--- src/rtl/seq_divider_if.sv ---
// Operand/result bundle for the sequential divider: request side drives operands
// and start, divider side returns the muxed result and status.
interface seq_divider_if #(
    parameter int unsigned WIDTH = 32
);
    logic signed [WIDTH-1:0] X;
    logic signed [WIDTH-1:0] Y;
    logic        [4:0]       ALU_Select;
    logic                    sign;
    logic                    start;
    logic signed [WIDTH-1:0] Z1;
    logic                    busy;
    logic                    done;

    modport master (
        output X, Y, ALU_Select, sign, start,
        input  Z1, busy, done
    );

    modport slave (
        input  X, Y, ALU_Select, sign, start,
        output Z1, busy, done
    );
endinterface

--- src/rtl/seq_divider.sv ---
// Radix-2 restoring divider, signed or unsigned, one quotient bit per falling
// clock edge; quotient or remainder is selected onto Z1 combinationally.
module seq_divider #(
    parameter int unsigned WIDTH = 32
) (
    input  logic         clk,
    input  logic         rst_n,
    seq_divider_if.slave bus
);
    localparam int unsigned CW      = $clog2(WIDTH);
    localparam logic [4:0]  REM_SEL = 5'b10011;

    typedef enum logic [1:0] {IDLE, DIV, FIX, DONE} state_e;

    state_e           state_q, state_d;
    logic [CW-1:0]    cnt_q;
    logic [WIDTH-1:0] quo_q, rem_q, dvs_q;
    logic [WIDTH-1:0] quo_res_q, rem_res_q;
    logic             xs_q, ys_q, dz_q;
    logic             busy_q, busy_d;
    logic             done_q, done_d;
    logic             load_c, step_c, fix_c;

    logic [WIDTH-1:0] x_raw, y_raw, x_mag, y_mag;
    logic [WIDTH:0]   rem_sh;
    logic             sub_ok;
    logic [WIDTH-1:0] rem_nx, q_fix, r_fix;

    // State register
    always_ff @(negedge clk or negedge rst_n) begin
        if (!rst_n) state_q <= IDLE;
        else        state_q <= state_d;
    end

    // Next-state logic
    always_comb begin
        state_d = state_q;
        case (state_q)
            IDLE:    if (bus.start) state_d = DIV;
            DIV:     if (cnt_q == CW'(WIDTH - 1)) state_d = FIX;
            FIX:     state_d = DONE;
            DONE:    state_d = IDLE;
            default: state_d = IDLE;
        endcase
    end

    // Control strobes and next values of the registered status outputs
    always_comb begin
        busy_d = 1'b0;
        done_d = 1'b0;
        load_c = 1'b0;
        step_c = 1'b0;
        fix_c  = 1'b0;
        case (state_q)
            IDLE: if (bus.start) begin
                load_c = 1'b1;
                busy_d = 1'b1;
            end
            DIV: begin
                step_c = 1'b1;
                busy_d = 1'b1;
            end
            FIX: begin
                fix_c  = 1'b1;
                busy_d = 1'b1;
            end
            DONE:    done_d = 1'b1;
            default: ;
        endcase
    end

    // Magnitudes: 0x8000_0000 negates to itself, read as unsigned 2^31
    always_comb begin
        x_raw = bus.X;
        y_raw = bus.Y;
        x_mag = (bus.sign && x_raw[WIDTH-1]) ? WIDTH'(0) - x_raw : x_raw;
        y_mag = (bus.sign && y_raw[WIDTH-1]) ? WIDTH'(0) - y_raw : y_raw;
    end

    // One restoring step on a (WIDTH+1)-bit partial remainder, plus sign fix-up
    always_comb begin
        rem_sh = {rem_q, quo_q[WIDTH-1]};
        sub_ok = (rem_sh >= {1'b0, dvs_q});
        rem_nx = sub_ok ? WIDTH'(rem_sh - {1'b0, dvs_q}) : rem_sh[WIDTH-1:0];
        q_fix  = dz_q ? '1 : ((xs_q ^ ys_q) ? WIDTH'(0) - quo_q : quo_q);
        r_fix  = xs_q ? WIDTH'(0) - rem_q : rem_q;
    end

    always_ff @(negedge clk or negedge rst_n) begin
        if (!rst_n) begin
            cnt_q     <= '0;
            quo_q     <= '0;
            rem_q     <= '0;
            dvs_q     <= '0;
            xs_q      <= 1'b0;
            ys_q      <= 1'b0;
            dz_q      <= 1'b0;
            quo_res_q <= '0;
            rem_res_q <= '0;
            busy_q    <= 1'b0;
            done_q    <= 1'b0;
        end else begin
            busy_q <= busy_d;
            done_q <= done_d;
            if (load_c) begin
                cnt_q <= '0;
                quo_q <= x_mag;
                rem_q <= '0;
                dvs_q <= y_mag;
                xs_q  <= bus.sign & x_raw[WIDTH-1];
                ys_q  <= bus.sign & y_raw[WIDTH-1];
                dz_q  <= (y_raw == '0);
            end
            if (step_c) begin
                cnt_q <= cnt_q + CW'(1);
                quo_q <= {quo_q[WIDTH-2:0], sub_ok};
                rem_q <= rem_nx;
            end
            if (fix_c) begin
                quo_res_q <= q_fix;
                rem_res_q <= r_fix;
            end
        end
    end

    assign bus.busy = busy_q;
    assign bus.done = done_q;
    assign bus.Z1   = (bus.ALU_Select == REM_SEL) ? rem_res_q : quo_res_q;
endmodule

--- src/flat_wrapper.sv ---
// flat-port wrapper written by rule: the top's interface ports become plain ports
module seq_divider_flat 
#(
    parameter int unsigned WIDTH = 32
)
  (clk, rst_n, bus_X, bus_Y, bus_ALU_Select, bus_sign, bus_start, bus_Z1, bus_busy, bus_done);
  seq_divider_if #(.WIDTH(WIDTH)) bus_i ();
  input  logic clk;
  input  logic rst_n;
  input wire logic [$bits(bus_i.X)-1:0] bus_X;
  input wire logic [$bits(bus_i.Y)-1:0] bus_Y;
  input wire logic [$bits(bus_i.ALU_Select)-1:0] bus_ALU_Select;
  input wire logic [$bits(bus_i.sign)-1:0] bus_sign;
  input wire logic [$bits(bus_i.start)-1:0] bus_start;
  output wire logic [$bits(bus_i.Z1)-1:0] bus_Z1;
  output wire logic [$bits(bus_i.busy)-1:0] bus_busy;
  output wire logic [$bits(bus_i.done)-1:0] bus_done;
  assign bus_i.X = bus_X;
  assign bus_i.Y = bus_Y;
  assign bus_i.ALU_Select = bus_ALU_Select;
  assign bus_i.sign = bus_sign;
  assign bus_i.start = bus_start;
  assign bus_Z1 = bus_i.Z1;
  assign bus_busy = bus_i.busy;
  assign bus_done = bus_i.done;
  seq_divider #(.WIDTH(WIDTH)) u_core (.clk(clk), .rst_n(rst_n), .bus(bus_i));
endmodule
--- config.mk ---
export PLATFORM = sky130hd
export DESIGN_NAME = seq_divider_flat
export DESIGN_NICKNAME = d
export VERILOG_FILES = /design/src/rtl/seq_divider_if.sv /design/src/rtl/seq_divider.sv /design/src/flat_wrapper.sv
export SDC_FILE = /design/constraint.sdc
export NUM_CORES = 1
export LEC_CHECK = 0
export CAP_MARGIN = 20
export CORE_AREA = 2 2 165 167
export CTS_CLUSTER_DIAMETER = 50
export DETAILED_ROUTE_END_ITERATION = 12
export DIE_AREA = 0 0 167 169
export GPL_TIMING_DRIVEN = 0
export REMOVE_ABC_BUFFERS = 1
export SETUP_SLACK_MARGIN = 0.5
export SLEW_MARGIN = 10
export SYNTH_ARGS = -nofsm -noshare
export SYNTH_HDL_FRONTEND = slang
export SYNTH_SLANG_ARGS = --single-unit
export TNS_END_PERCENT = 10
--- constraint.sdc ---
create_clock -name clk -period 7.6 [get_ports clk]
set_clock_uncertainty 0.2 [all_clocks]
set_input_delay 1.14 -clock clk [delete_from_list [all_inputs] [get_ports clk]]
set_output_delay 1.14 -clock clk [all_outputs]
set_load 0.005 [all_outputs]
======== After elaboration in Yosys (flattened, before gate mapping) ========
Cells that the tools add are included.
storage, ports and cells
  output and inout port bits .............. 34
  input bits .............................. 73
  register bits after elaboration ......... 172
operators by class
  magnitude comparators ................... 1
  add/sub/neg operators ................... 6
  reduce and logical (&&, ||, !) cells .... 7
  eq/ne operators ......................... 7
  bitwise operators ....................... 3
  multiplexer cells ....................... 22
operator list
  operator                                                count
  two-way mux 32 bit                                      11
  subtractor 1 x 32 -> 32 bit (first input constant)      4
  >= comparator 33 x 32 -> 1 bit                          1
  logical NOT 32 bit                                      1
  subtractor 32 bit                                       1
  == test 5 bit (second input constant)                   2
  two-way mux 5 bit                                       2
  case mux 2 bit (4 select lines)                         1
  adder 5 x 1 -> 5 bit (second input constant)            1
  two-way mux 1 bit                                       5
  == test 2 bit (second input constant)                   2
  two-way mux 2 bit                                       2
  bitwise AND 1 bit                                       2
  == test 2 x 1 -> 1 bit (second input constant)          1
  logical AND 1 bit                                       2
  logical NOT 2 bit                                       1
  inequality test 2 x 1 -> 1 bit (second input constant)  1
  inequality test 2 bit (second input constant)           1
  case mux 1 bit (2 select lines)                         1
  AND reduction 2 bit                                     1
  nonzero test 2 bit                                      1
  OR reduction 2 bit                                      1
  XOR 1 bit                                               1

======== Logic depth before layout (Yosys ltp) ========
Gate-level depths: netlist (run 1).
  depth after elaboration ................. 4
  depth in mapped cells ................... 13
  depth with buffers taken out ............ 13

==> run summary, run 1 <==
CTS root buffer -> clkbuf_16
Switching share of total power -> 45.5%
Total gr overflow -> 0
Critical Path RT -> 3840 ps
Synth area leader -> dfrtn_1
Post-route antenna net violation count -> 0
Min-delay worst type -> reg -> reg
Sink Count -> 172
Htree depth -> 4
Initial antenna violation count -> 1
CP Max Fanout -> 4
Max cap viols -> 0
Global Route met1 Usage -> 29.5%
Routing usage on met3 -> 3.30%
WP buf/inv -> 1
Post-Syn Area per Cell -> 8.38 µm²
Vias after detailed routing -> 9937
IO Pins -> 107
DP Area -> 0.0129 mm²
Filler instances -> 2491
CP cell instances -> clkdlybuf4s50_1 > nand2b_1 > nor4_2 > nand2b_1 > nor4_4 > nand2_2 > o31ai_2 > xor2_1 > o21ai_0
Final setup viols -> 0
Clock share of power -> 14.1%
Reg2Reg Capture Point -> u_core.rem_q[30]$_DFFE_NN0P_
N_diodes -> 0
Kind of end point of the critical path -> flip-flop
Pre-Repair DR Iteration Count -> 4
WHS Path Cells -> 2
Routed WL -> 29500 µm
Met2 GRT Util -> 33.9%
Final nets -> 1564
Synthesis-to-finish area growth -> 20.5%
Vias per cell -> 5.52
Clock Path Buffers -> 2
Comb pwr share -> 57.7%
Power Dens Cells -> 473 mW/mm²
Die Footprint -> 0.0282 mm²
Reg clk slew, reported paths -> 50 ps
Worst path max stage delay -> 430 ps
Worst flop-to-flop path startpoint -> u_core.quo_q[31]$_DFFE_NN0P_
TritonCTS clock tree -> yes
Global route hottest layer -> met2
Reg2Reg Setup Slack -> 3470 ps
Dominant synthesized flop cell -> dfrtn_1
Cell row count -> 60
Lkg Pwr -> 5.73 nW
Worst EP arrival -> 3350 ps
NetSw -> 2.98 mW
Post-synth EDFFs -> 0
Seq/Total Area, Yosys -> 37.5%
Initial DRC Count -> 601
DP HPWL -> 21500 µm
Final setup margin -> 495 ps
Slew Viols, Final -> 0
Synth Instances -> 1370
Initial core utilization -> 43.3%
CP most frequent cell -> nand2b_1
Drt wl/cell -> 16.4 µm
Post-CTS Hold Buffers -> 0
Syn. warnings -> 0
Worst slew pin tran -> 1020 ps
Worst Hold End -> u_core.dvs_q[27]$_DFFE_NN0P_
Pre-CTS WS -> -517 ps
Gr usage total -> 21.0%
CP Launch Type -> primary input
Cts bufs inserted -> 17
Synth top area cells -> dfrtn_1 (38%), a21oi_1 (6.9%), xor2_1 (6.6%)
Flip-flop and latch area -> 0.00430 mm²
Hold Startpoint -> u_core.dvs_q[27]$_DFFE_NN0P_
Status -> completed
Register share of total power -> 28.1%
Crit-path slowest cell -> clkdlybuf4s50_1
Commonest cells post-synth -> dfrtn_1 (172), a21oi_1 (159), nand2_1 (154)
I/O Buffers -> 106
Post-route design area -> 0.0138 mm²
Core area -> 0.0265 mm²
Area of the multi-input gates -> 0.00691 mm²
Worst r2r path cells -> 13
VDD IR max -> 0.208 mV
Die Ht -> 169 µm
Count leader, synth -> dfrtn_1
Post-synth top area share -> 37.5%
CP delay by family, top -> simple AND/OR/NAND/NOR gates
Die width -> 167 µm
Distinct cells, synth -> 60
DR DRC count -> 0
Largest net degree at the start of global routing -> 93
Internal power -> 3.57 mW
Slew HR -> 32.0%
Mapped cell area -> 0.0115 mm²
Setup Crit Path Kind -> in -> reg
Share of cells above drive strength 1 -> 9.18%
Register bit total from synthesis -> 172
Clk Latency, worst-skew pair -> 410 ps
Hold Slack -> 225 ps
Vias in the first global route -> 9596
First-pass GRT wire length -> 48400 µm
Async S/R FF share, synth -> 100%
RSZ-0062 raised after global routing -> true
Final Hold Vio Count -> 0
Setup TNS -> 0 ps
Final GP Congestion -> 0.816
## worst reg2reg max path, stage by stage, from the launching register on
cell and delay, ps:
dfrtn_1 440, inv_1 230, ha_1 200, inv_1 50, fa_1 390, a21o_1 200
a221oi_1 510, or4_1 240, a21oi_1 120, o41ai_1 760, o31ai_1 180, xnor2_1 180
a21oi_1 90, a22o_1 190
## cell families (layout without fill, tap and decap cells)
logic type      Yosys count  count (layout)  share of synthesized area [%]
fa+ha+maj                44              44                           4.86
buf+inv                 127             217                           4.30
simple gates            415             415                           16.5
compound gates          413             413                           20.7
flops                   172             172                           37.5
mux                      51              51                           4.82
xor+xnor                148             148                           11.3
## worst max path at each step
| stage | endpoint | cells after the start | startpoint | slack, ps |
|---|---|---|---|---|
| final | u_core.dvs_q[27]$_DFFE_NN0P_ | 9 | bus_Y[9] | 500 |
| after global routing | u_core.dvs_q[27]$_DFFE_NN0P_ | 9 | bus_Y[9] | 290 |
| after detailed placement | u_core.quo_q[30]$_DFFE_NN0P_ | 10 | bus_X[16] | -520 |
| after global placement | u_core.dvs_q[5]$_DFFE_NN0P_ | 1 | rst_n | -5800 |
| after floorplan | u_core.quo_q[10]$_DFFE_NN0P_ | 4 | bus_start | 40 |
| after CTS | u_core.quo_q[29]$_DFFE_NN0P_ | 10 | bus_X[7] | 410 |
## layout by cell type (no fill, tap or decap), drive strengths merged, types with 7 or more instances in the layout
cell type	netlist	layout
buf	8	24
xnor2	61	61
a21o	13	13
mux2	34	34
inv	56	62
nand2b	12	12
clkdlybuf4s50	0	94
a31oi	9	9
a211oi	7	7
nor2	132	132
a21oi	159	159
nor4	21	21
nand4	7	7
o31ai	27	27
xor2	87	87
nor3	18	18
dfrtn	172	172
nand3	17	17
o21ai	152	152
mux2i	17	17
ha	43	43
or4	12	12
clkbuf	63	18
o41ai	14	14
or3	9	9
and2	8	8
nand2	154	154
## registers in the layout, summed over array words and instances, names as in the netlist
| signal | flops |
|---|---|
| u_core.dvs_q | 32 |
| u_core.quo_q | 32 |
| u_core.quo_res_q | 32 |
| u_core.rem_q | 32 |
| u_core.rem_res_q | 32 |
| u_core.cnt_q | 5 |
| u_core.state_q | 2 |
| u_core.bus.busy | 1 |
| u_core.bus.done | 1 |
| u_core.dz_q | 1 |
| u_core.xs_q | 1 |
| u_core.ys_q | 1 |
## metal layers
metal,part of all wire (%),routed length [µm],vias up
li1,-,-,4964
met3,3.0,896,30
met5,0,0,-
met2,47,14000,138
met1,48,14100,4805
met4,1.6,472,0
## power groups by stage
stage	Combinational (mW)	Clock (mW)	Sequential [mW]
final	3.78	0.925	1.84
after global routing	4.24	0.976	1.91
after CTS	3.79	0.943	1.84
after detailed placement	3.76	0	1.86
after global placement	3.63	0	1.85
after floorplan	2.72	0	1.71
## timing repair
item	4_1_cts	5_1_grt
setup buffers	6	7
setup endpoints to repair	29	39
gates resized for setup	32	18
pin swaps	10	10
## stage by stage
stage / instances / util (%) / power (mW)
5_1_grt: 1801 / 52.2 / 7.13
6_report: 1801 / 52.2 / 6.54
4_1_cts: 1794 / 51.8 / 6.57
3_3_place_gp: 1746 / 47.9 / 5.48
3_5_place_dp: 1756 / 48.8 / 5.61
2_1_floorplan: 1299 / - / 4.44
## final cells by class
class / instances / area share (%)
flip-flops and latches: 172 / 31.1
repair buffers: 129 / 9.88
clock inverters: 14 / 1.28
inverters: 56 / 1.52
multi-input cells: 1071 / 50.0
clock buffers: 18 / 3.17
well taps: 341 / 3.08
No activity file was read; power rests on OpenSTA's default activity.
==> inputs of run 2 (changes only) <==
Settings changed: CORE_AREA 2 2 165 167 to 2 2 124 156, DIE_AREA 0 0 167 169 to 0 0 126 158, PLACE_DENSITY set to 0.86.
==> run 2 against run 1 <==
Compared with the run above:
- clock power down 4.1%
- critical endpoint is now u_core.quo_q[28]$_DFFE_NN0P_
- worst setup slack better by 55 ps
- via count up 2.6%
- die area down 29%
- utilization up 22 points
- routed wire length down 1.5%
- largest power group unchanged
- largest cell class unchanged
- non-clock buffer count down 4
- first-iteration DRC count up 65%
- final cell count down 6.3%
- design area down 1.4%
==> run summary, run 2 (synthesis gave the netlist of run 1 again) <==
CP delay by family, top -> simple AND/OR/NAND/NOR gates
Vias per cell -> 6.04 (+9.5%)
Worst r2r path cells -> 13 (unchanged)
Synthesis-to-finish area growth -> 18.9%
RSZ-0062 raised after global routing -> true
Filler instances -> 1328 (-47%)
N_diodes -> 0 (unchanged)
Final GP Congestion -> 0.900 (+10%)
CP most frequent cell -> nor4_4
Min-delay worst type -> reg -> reg
Most frequent cells in the layout -> dfrtn_1 (172), a21oi_1 (157), nand2_1 (152)
CTS root buffer -> clkbuf_16
WP buf/inv -> 2 (+1)
Hold Startpoint -> u_core.dvs_q[22]$_DFFE_NN0P_
Initial DRC Count -> 994 (+65%)
Slew HR -> 31.5% (-0.48 points)
Final setup viols -> 0 (unchanged)
Drt wl/cell -> 17.2 µm (+5.1%)
First-pass GRT wire length -> 47400 µm (-2.0%)
Clk Latency, worst-skew pair -> 410 ps (about the same)
Post-CTS Hold Buffers -> 0 (unchanged)
Vias after detailed routing -> 10200 (+2.6%)
Die Ht -> 158 µm (-6.5%)
Post-layout util -> 73.8% (+22 points)
CP Max Fanout -> 5 (+1)
Worst EP arrival -> 3260 ps (-90 ps)
Max cap viols -> 0 (unchanged)
Kind of end point of the critical path -> flip-flop
Post-route antenna net violation count -> 0 (unchanged)
Routed WL -> 29000 µm (-1.5%)
Worst path max stage delay -> 570 ps (+140 ps)
Reg clk slew, reported paths -> 50 ps (about the same)
Critical Path RT -> 3810 ps (-30 ps)
Initial antenna violation count -> 0 (-1)
Final nets -> 1560 (-0.26%)
Gr usage total -> 29.1% (+8.1 points)
Worst Hold End -> u_core.dvs_q[22]$_DFFE_NN0P_
Vias in the first global route -> 9773 (+1.8%)
Most common cell after layout, fill and taps aside -> dfrtn_1
Clock Path Buffers -> 2 (unchanged)
Largest net degree at the start of global routing -> 95 (+2.2%)
Status -> completed
Setup Crit Path Kind -> in -> reg
Die width -> 126 µm (-25%)
WHS Path Cells -> 2 (unchanged)
Final Hold Vio Count -> 0 (unchanged)
VDD IR max -> 0.237 mV (+14%)
Core area -> 0.0185 mm² (-30%)
Initial core utilization -> 62.0% (+19 points)
Cts bufs inserted -> 17 (unchanged)
Lkg Pwr -> 5.72 nW (about the same)
Cell row count -> 56 (-6.7%)
CP cell instances -> buf_8 > or4_4 > nor4_4 > nand4_1 > buf_6 > nor4_4 > a21oi_2 > xnor2_1 > nor2_1 > a21oi_1 > o21ai_0
CP Launch Point -> bus_X[6]
DP HPWL -> 20100 µm (-6.6%)
Share of cells above drive strength 1 -> 9.68% (+0.51 points)
I/O Buffers -> 106 (unchanged)
Total gr overflow -> 0 (unchanged)
Worst slew pin tran -> 1030 ps (+7.21 ps)
Pre-Repair DR Iteration Count -> 6 (+2)
Crit-path slowest cell -> or4_4
Reg2Reg Capture Point -> u_core.rem_q[30]$_DFFE_NN0P_
Htree depth -> 4 (unchanged)
Reg2Reg Setup Slack -> 3500 ps (+30 ps)
Final setup margin -> 551 ps (+55.2 ps)
IO Pins -> 107 (unchanged)
Die Footprint -> 0.0199 mm² (-29%)
Power Dens Cells -> 482 mW/mm² (+1.8%)
CP Launch Type -> primary input
TritonCTS clock tree -> yes
Slew Viols, Final -> 0 (unchanged)
DR DRC count -> 0 (unchanged)
Pre-CTS WS -> -557 ps (-40.2 ps)
Sink Count -> 172 (unchanged)
Worst flop-to-flop path startpoint -> u_core.quo_q[31]$_DFFE_NN0P_
[run 2: cell types whose count changed in the layout (fill, tap and decap cells not counted), moves of 2 or more]
cell / change
dlygate4sd2_1: -4
clkinv_2: +2
clkbuf_2: +3
and2_2: +2
clkdlybuf4s50_1: -2
buf_4: -3
buf_2: +2
clkdlybuf4s15_1: -3
clkinv_4: +2
buf_6: +4
[run 2: worst max-delay path by stage]
stage | slack (ps) | end | cells after the start
after global placement | -5200 | u_core.quo_q[29]$_DFFE_NN0P_ | 1
final | 550 | u_core.quo_q[28]$_DFFE_NN0P_ | 11
after floorplan | 40 | u_core.quo_q[10]$_DFFE_NN0P_ | 4
after global routing | 420 | u_core.quo_q[30]$_DFFE_NN0P_ | 11
after CTS | 380 | u_core.dvs_q[28]$_DFFE_NN0P_ | 10
after detailed placement | -560 | u_core.quo_q[28]$_DFFE_NN0P_ | 10
[run 2: metal layers]
| metal | routed length, µm | global-route usage [%] |
|---|---|---|
| met5 | 0 | 0 |
| met4 | 880 | 10.3 |
| met3 | 1500 | 3.99 |
| met2 | 14700 | 51.6 |
| met1 | 11900 | 36.4 |
[run 2: timing repair]
action                                  4_1_cts  5_1_grt
buffers inserted                              5        6
endpoints found under the setup margin       44       30
gates resized for setup                      47       34
pin swaps                                     9       17
[run 2: worst min-delay path, delay by kind of cell, from the launching register on]
kind	cells	cell delay (ps)
DFF	1	400
and+or+nand+nor	1	50
AOI/OAI and AO/OA	1	60
[run 2: where the power goes]
group | leakage, nW | internal (mW) | total (mW) | switching (mW)
logic | 3.35 | 1.65 | 3.81 | 2.16
registers | 2.08 | 1.40 | 1.88 | 0.479
clock network | 0.295 | 0.500 | 0.887 | 0.386
[run 2: cell type report]
| cell class | instances | area (µm²) | area share, % |
|---|---|---|---|
| clock buffers | 18 | 439 | 3.22 |
| clock inverters | 14 | 161 | 1.18 |
| inverters | 56 | 210 | 1.54 |
| multi-input cells | 1071 | 6940 | 50.9 |
| flip-flops and latches | 172 | 4300 | 31.5 |
| well taps | 232 | 290 | 2.13 |
| repair buffers | 125 | 1300 | 9.52 |
[run 2: per-stage QoR]
stage          total power [mW]  TNS, ps  cells  area, µm²  hold slack (ps)
2_1_floorplan              4.44        0   1299      11200              210
3_3_place_gp               5.35  -990310   1637      12500              222
3_5_place_dp               5.54    -6700   1645      12800              231
4_1_cts                    6.50        0   1682      13500              231
5_1_grt                    7.09        0   1688      13600              247
6_report                   6.57        0   1688      13600              223
==> RTL edit: new RTL, settings of run 2 <==
`WIDTH` is set to 32 in 3 places; all go to 16.
--- a/src/rtl/seq_divider_if.sv
+++ b/src/rtl/seq_divider_if.sv
@@ -1,7 +1,7 @@
 // Operand/result bundle for the sequential divider: request side drives operands
 // and start, divider side returns the muxed result and status.
 interface seq_divider_if #(
-    parameter int unsigned WIDTH = 32
+    parameter int unsigned WIDTH = 16
 );
     logic signed [WIDTH-1:0] X;
     logic signed [WIDTH-1:0] Y;
--- a/src/rtl/seq_divider.sv
+++ b/src/rtl/seq_divider.sv
@@ -1,7 +1,7 @@
 // Radix-2 restoring divider, signed or unsigned, one quotient bit per falling
 // clock edge; quotient or remainder is selected onto Z1 combinationally.
 module seq_divider #(
-    parameter int unsigned WIDTH = 32
+    parameter int unsigned WIDTH = 16
 ) (
     input  logic         clk,
     input  logic         rst_n,
--- a/src/flat_wrapper.sv
+++ b/src/flat_wrapper.sv
@@ -1,7 +1,7 @@
 // flat-port wrapper written by rule: the top's interface ports become plain ports
 module seq_divider_flat 
 #(
-    parameter int unsigned WIDTH = 32
+    parameter int unsigned WIDTH = 16
 )
   (clk, rst_n, bus_X, bus_Y, bus_ALU_Select, bus_sign, bus_start, bus_Z1, bus_busy, bus_done);
   seq_divider_if #(.WIDTH(WIDTH)) bus_i ();
Interface: changed (resized bus_X, bus_Y and bus_Z1); port bits go from 107 to 59. The function was not compared with the original's and may differ.
==> RTL edit against run 2 <==
Non-clock buffer count down 64; count of clock-buffer cells in the layout down 9; routed wire length down 50%; synthesized area down 47%; critical path type unchanged; worst setup slack better by 0.053 ns; power down 50%; final area down 47%; sequential cell count down 81.
==> RTL edit: results (changes against run 2) <==
clock latency on the worst-skew pair - 0.35 ns (-0.06 ns)
initial DRC count - 349 (-65%)
post-synthesis mux area share - 4.89% (+0.069 points)
met3 Use GR - 2.87% (-1.1 points)
maximum VDD drop - 0.000176 V (-26%)
share of layout cells above drive strength 1 - 7.25% (-2.4 points)
H-tree levels - 3 (-1)
Placement Cell Area - 0.00691 sq mm (-46%)
sequential area share after synthesis - 37.2% (-0.28 points)
number of I/O port buffers - 58 (-45%)
FILL cells - 1858 (+40%)
post-DR wirelength/cell - 15.0 microns (-13%)
GRT Total Usage - 14.8% (-14 points)
HPWL Detailed - 10600 microns (-47%)
total CTS buffers - 9 (-8)
peak fanout along the critical path - 3 (-2)
largest net degree at the start of global routing - 51 (-46%)
adder-cell share of the synthesized area - 5.64% (+0.78 points)
global-route wire length before repair - 24100 microns (-49%)
status - finished clean
Lkg Pwr - 2.94 nW (-49%)
Slew @ Worst Pin - 1.05 ns (+0.0186 ns)
vias in the first global route - 5091 (-48%)
most frequent cells after synthesis - 91 x dfrtn_1, 79 x nand2_1, 63 x nor2_1, 60 x o21ai_0, 59 x a21oi_1
Post-CTS Setup Inserts - 0 (-5)
first drt pass iteration count - 5 (-1)
RTL edit: what timing repair did:
item	4_1_cts	5_1_grt
pin swaps	0	0
endpoints found under the setup margin	1	2
resized for setup	1	1
hold endpoints to repair	0	0
RTL edit: logic make-up (layout without fill, tap and decap cells):
logic type                 after synthesis  in the layout
DFF                                     91             91
buffers and inverters                   75            111
and+or+nand+nor                        220            220
muxes                                   27             27
xor gates and xnor gates                69             69
adders and majority gates               27             27
AOI/OAI and AO/OA                      200            200
RTL edit: final timing paths:
check | from | end | slack [ns] | cells after the start
worst max-delay path | bus_Y[0] | u_core.dvs_q[14] | 0.60 | 9
worst min-delay path | u_core.dvs_q[5] | u_core.dvs_q[5] | 0.23 | 2
worst max register to register | u_core.rem_q[8] | u_core.rem_q[14] | 4.05 | 7
worst min register to register | u_core.dvs_q[5] | u_core.dvs_q[5] | 0.23 | 2
max in group asynchronous | rst_n | u_core.cnt_q[3] | 2.28 | 2
min in group asynchronous | rst_n | u_core.quo_q[9] | 4.26 | 1
RTL edit: worst max-delay path: stages:
cell and delay (ns):
clkdlybuf4s50_1 0.43, inv_1 0.10, ha_1 0.16, or3b_1 0.40, nor4_2 0.29, nand2_1 0.16, o31ai_1 0.26, xor2_1 0.17
o21ai_1 0.07
RTL edit: area by class of cell:
class	count	area share, %
tap	232	4.02
timing repair buffer	61	9.06
sequential	91	31.6
clock buffer	9	3.12
clock inverter	7	0.954
inverter	34	1.77
multi-input combinational	543	49.5
RTL edit: routing by layer:
layer | wire length [microns] | up-vias | share of wire [%]
met5 | 0 | - | 0
met4 | 319 | 0 | 2.2
met3 | 663 | 25 | 4.5
met2 | 7220 | 158 | 49
met1 | 6440 | 2511 | 44
li1 | - | 2579 | -
RTL edit: report_power, final:
group          switching (mW)  total, mW  internal (mW)
sequential              0.232      0.967          0.735
clock                   0.210      0.440          0.230
combinational            1.05       1.86          0.807
total                    1.49       3.26           1.77
RTL edit: per-stage QoR:
stage                     total power, mW  setup slack (ns)  util, %  TNS (ns)  cells
after floorplan                      2.24             0.770        -         0    668
after global placement               2.70             -1.70     36.9   -156.66    958
after detailed placement             2.79            0.0299     37.3         0    961
after CTS                            3.26             0.544     39.0         0    977
after global routing                 3.53             0.383     39.0         0    977
final                                3.26             0.603     39.0         0    977
